## config.mk

```make
export PLATFORM = sky130hd
export DESIGN_NAME = sram_req_adapter
export DESIGN_NICKNAME = d
export VERILOG_FILES = /design/src/rtl/sram_req_adapter.sv
export SDC_FILE = /design/constraint.sdc
export NUM_CORES = 1
export LEC_CHECK = 0
export BUFFER_PORTS_ARGS = -buffer_cell sky130_fd_sc_hd__buf_2
export CAP_MARGIN = 20
export CORE_MARGIN = 2
export CORE_UTILIZATION = 52
export DETAILED_ROUTE_END_ITERATION = 6
export GPL_TIMING_DRIVEN = 0
export MAX_ROUTING_LAYER = met4
export PLACE_DENSITY = 0.84
export SLEW_MARGIN = 20
export SYNTH_ARGS = -nofsm -noshare
export SYNTH_HDL_FRONTEND = slang
export SYNTH_SLANG_ARGS = --single-unit
```

## constraint.sdc

```tcl
create_clock -name clock -period 9 [get_ports clock]
set_input_delay 0.45 -clock clock [delete_from_list [all_inputs] [get_ports clock]]
set_output_delay 0.45 -clock clock [all_outputs]
set_load 0.02 [all_outputs]
```

## src/rtl/sram_req_adapter.sv

```systemverilog
// sram_req_adapter: valid/ready front-end for a single-port RW SRAM macro
// with a 1-cycle registered-address read and a byte-masked write.
// Read data is captured one cycle after issue into a small response FIFO,
// so the consumer may apply backpressure without stalling the macro pipe.
//
// Handshake: a transfer happens on a rising clock edge where valid && ready
// are both high. Valid never depends on ready. req_ready depends only on
// internal occupancy, and resp_valid depends only on FIFO occupancy.
module sram_req_adapter #(
  parameter int ADDR_W     = 10,
  parameter int DATA_W     = 32,
  parameter int MASK_W     = 4,
  parameter int RESP_DEPTH = 3
) (
  input  logic              clock,
  input  logic              reset,
  input  logic              req_valid,
  output logic              req_ready,
  input  logic              req_write,
  input  logic [ADDR_W-1:0] req_addr,
  input  logic [DATA_W-1:0] req_wdata,
  input  logic [MASK_W-1:0] req_wmask,
  output logic              resp_valid,
  input  logic              resp_ready,
  output logic [DATA_W-1:0] resp_data,
  output logic [ADDR_W-1:0] sram_addr,
  output logic              sram_en,
  output logic              sram_wmode,
  output logic [MASK_W-1:0] sram_wmask,
  output logic [DATA_W-1:0] sram_wdata,
  input  logic [DATA_W-1:0] sram_rdata
);

  localparam int PTR_W = (RESP_DEPTH > 1) ? $clog2(RESP_DEPTH) : 1;
  localparam int CNT_W = $clog2(RESP_DEPTH + 1);
  localparam logic [PTR_W-1:0] PTR_LAST = PTR_W'(RESP_DEPTH - 1);
  localparam logic [CNT_W:0]   DEPTH_C  = (CNT_W + 1)'(RESP_DEPTH);

  logic [CNT_W-1:0]  occ;
  logic              rd_pend;
  logic [PTR_W-1:0]  wr_ptr;
  logic [PTR_W-1:0]  rd_ptr;
  logic [DATA_W-1:0] fifo_mem [RESP_DEPTH];

  logic              fire;
  logic              push;
  logic              pop;
  logic [CNT_W:0]    inflight;

  // Reads in flight count against FIFO space so a capture can never overflow.
  assign inflight  = {1'b0, occ} + {{CNT_W{1'b0}}, rd_pend};
  assign req_ready = !reset && (inflight < DEPTH_C);
  assign fire      = req_valid && req_ready;

  // The macro port is a straight pass-through; the mask is meaningless on reads.
  assign sram_en    = fire;
  assign sram_wmode = req_write;
  assign sram_addr  = req_addr;
  assign sram_wdata = req_wdata;
  assign sram_wmask = req_write ? req_wmask : '0;

  // Capture happens in the cycle after a read fires, when the macro output is valid.
  assign push       = rd_pend;
  assign resp_valid = (occ != '0);
  assign pop        = resp_valid && resp_ready;
  assign resp_data  = fifo_mem[rd_ptr];

  // Control state: pending-read flag, occupancy and wrapping pointers.
  always_ff @(posedge clock) begin
    if (reset) begin
      rd_pend <= 1'b0;
      occ     <= '0;
      wr_ptr  <= '0;
      rd_ptr  <= '0;
    end else begin
      rd_pend <= fire && !req_write;
      if (push) begin
        wr_ptr <= (wr_ptr == PTR_LAST) ? '0 : wr_ptr + 1'b1;
      end
      if (pop) begin
        rd_ptr <= (rd_ptr == PTR_LAST) ? '0 : rd_ptr + 1'b1;
      end
      case ({push, pop})
        2'b10:   occ <= occ + 1'b1;
        2'b01:   occ <= occ - 1'b1;
        default: occ <= occ;
      endcase
    end
  end

  // Response storage: data only, no reset needed; a read pending at reset is dropped.
  always_ff @(posedge clock) begin
    if (!reset && push) begin
      fifo_mem[wr_ptr] <= sram_rdata;
    end
  end

endmodule

```

==> impl_results.md <==
- Register area share after synthesis: between 70% and 80%
- Vias in the first global route: around 2,500
- Most frequent cell after synthesis: edfxtp_1
- Pwr dens: around 180 nW/µm²
- Critical Path AT: between 1.5 and 2 ns
- Hold WC Path Type: primary input to register
- Placed insts: about 530
- Global-route usage over all layers: between 10% and 20%
- Hold Vio Cnt, Final: 0
- Clk pwr share: around a quarter
- RSZ-0062 raised after global routing: false
- Setup violators final: 0
- Net Sw Frac: 25.0%
- Post-Layout Cell Count: 542
- Worst hold margin: 0.305 ns
- Total negative slack: 0 ns
- Postcts setup bufs: 0
- Dominant cell type by area after synthesis: edfxtp_1
- CTS Buf Count: 9
- Initial Util: a little over half
- Die height: roughly 95 µm
- Core Box Area: 8090 µm²
- Worst Setup Slack, final: 6.70 ns
- R2r endpoint: fifo_mem[0][20]
- Worst skew pair latency: ~0.34 ns
- Layout cells sized above 1: between 40% and 50%
- Synthesized flop and latch total: about 110
- TritonCTS clock tree: yes
- Area delta synth->final: 23.4%
- Final period utilization: 25.6%
- Post-synth cell types: 25
- Fmax: approximately 430 MHz
- Num rows: 33
- Crit-path max FO: 10
- Hold depth: 1
- CTS root buffer: clkbuf_8
- Hold buffer count at cts: 0
- Clock Sink Count: between 100 and 150
- Max-slew violation count: 0
- Antenna Nets Post-Route: 0
- CP Capture Type: output port
- Leakage: between 2 and 2.5 nW
- Global-route wire length before repair: between 10,000 and 15,000 µm
- Combinational share of power: 16.2%
- IO Pins: 165
- DRC: 0
- CTS clk-pin slew, worst paths: 0.09 ns
- Max_cap viols: 0
- Mean area per synthesized cell: around 15 µm²
- Via count: between 2,000 and 3,000
- Vias/cell: 4.93
- Diodes inserted: 0
- R2R depth: 4
- GRT Residual Overflow: 0
- Wire per inst: 15.2 µm
- Synth top area share: between 60% and 70%
- Seq pwr share: between 50 and 60%
- Initial antenna violation count: 0
- Predominant post-synthesis flop cell: edfxtp_1
- NetSw: 0.234 mW
- Fin util: 65.2%
- WP data required: around 8.6 ns
- Synth cell count leaders: edfxtp_1 (96), buf_4 (46), nand2_1 (36), o21ai_0 (33), mux2i_1 (32)
- Largest net degree at the start of global routing: 19
- Detailed Routing Iterations Pass 1: 4
- Hold EP: fifo_mem[2][1]
- Final wirelength: about 8200 µm
- Initial drt markers: 66
- Least-Margin Pin Slew: around 0.75 ns
- Port buffer count: 121
- Kind of critical path: register to output port
- Reg2reg start: push
- Crit path launch type: register
- Die ar.: about 9000 µm²
- Area of the mapped netlist: about 4300 µm²
- Nets@finish: roughly 520
- Place WS: around 6.9 ns
- Max VDD drop: 0.105 mV
- Hold path startpoint: sram_rdata[1]
- GPL Wtd Cong: ~0.74
- Area contributors post-synth: edfxtp_1 (67%), buf_4 (8.1%), mux2i_1 (7.5%)
- Syn nets: approximately 380
- Reg2reg setup slack: ~7 ns
- CTS HTree Levels: 3
- Synth warnings: 0
- Cells after Synth: around 300
- Clock Path Buffers: 2
- Resized Gates After CTS: 0
- Die X: between 90 and 100 µm
- Minimum clock period: between 2 and 2.5 ns
- Status: complete, no violations
- Asr flop ratio synth: 0%
- Post-synth EDFFs: 96
- Max-slew headroom: 50.0%
- Dpl hpwl: ~6000 µm
- Internal Pwr Total: between 0.7 and 0.8 mW
- Worst Clk Skew: roughly 0.01 ns
==> metrics by stage <==
stage | area, µm² | total power, mW
floorplan | 4270 | 0.656
global placement | 5010 | 0.703
detailed placement | 5110 | 0.707
CTS | 5270 | 0.946
global route | 5270 | 0.975
finish | 5270 | 0.937
==> power by group through the flow <==
stage	logic [mW]	clock network (mW)	registers (mW)
after floorplan	0.102	0	0.554
after global placement	0.149	0	0.554
after detailed placement	0.153	0	0.554
after CTS	0.154	0.249	0.543
after global routing	0.164	0.267	0.544
final	0.152	0.242	0.543
==> registers in the layout, summed over array words and instances (netlist names), named ones only <==
signal	cells
fifo_mem	96
occ	2
wr_ptr	2
rd_ptr	2
push	1
==> routing by layer <==
metal  GRT usage (%)  routed length, µm  up-vias
met2            34.9               4490      120
met5               -                  0        -
met1            18.9               3050     1254
met4            3.99                 63        0
li1                -                  -     1294
met3            4.07                636        6
==> logic make-up after synthesis <==
kind of cell               Yosys count  synth area share, %
DFF                                105                 71.7
buffers and inverters               57                 9.13
and+or+nand+nor                     53                 5.53
AOI/OAI and AO/OA                   39                 4.63
muxes                               33                 7.76
adders and majority gates            3                0.878
xor gates and xnor gates             2                0.410
==> critical path: stages (launching register included) <==
cell,delay (ns)
dfxtp_1,0.31
clkbuf_1,0.32
clkbuf_1,0.47
nand2_1,0.08
o21ai_0,0.12
buf_2,0.21
==> cells in the final DEF, fill, tap and decap left out, types with 3 or more instances in the layout <==
cell type   instances
a21oi_1             4
and2_1              5
buf_2             124
buf_4              53
clkbuf_1            8
clkbuf_8            9
clkinvlp_4          3
dfxtp_1             9
edfxtp_1           96
ha_1                3
mux2i_1            32
nand2_1            36
o21ai_0            33
==> cell type report <==
cell class	count	area (µm²)
flip-flops and latches	105	3060
multi-input cells	130	838
fillers	610	2820
clock buffers	11	131
inverters	2	7.51
repair buffers	129	686
plain buffers	55	383
well taps	105	131
clock inverters	5	32.5
==> worst max path at each step <==
stage	from	endpoint	slack, ns	cells past startpoint
2_1_floorplan	reset	fifo_mem[0][0]	5.68	2
3_3_place_gp	reset	fifo_mem[0][16]	4.23	2
3_5_place_dp	reset	fifo_mem[0][16]	6.88	4
4_1_cts	register	resp_data[23]	6.64	5
5_1_grt	register	resp_data[16]	6.47	5
6_report	register	resp_data[12]	6.70	5
No activity file was read; power rests on OpenSTA's default activity.
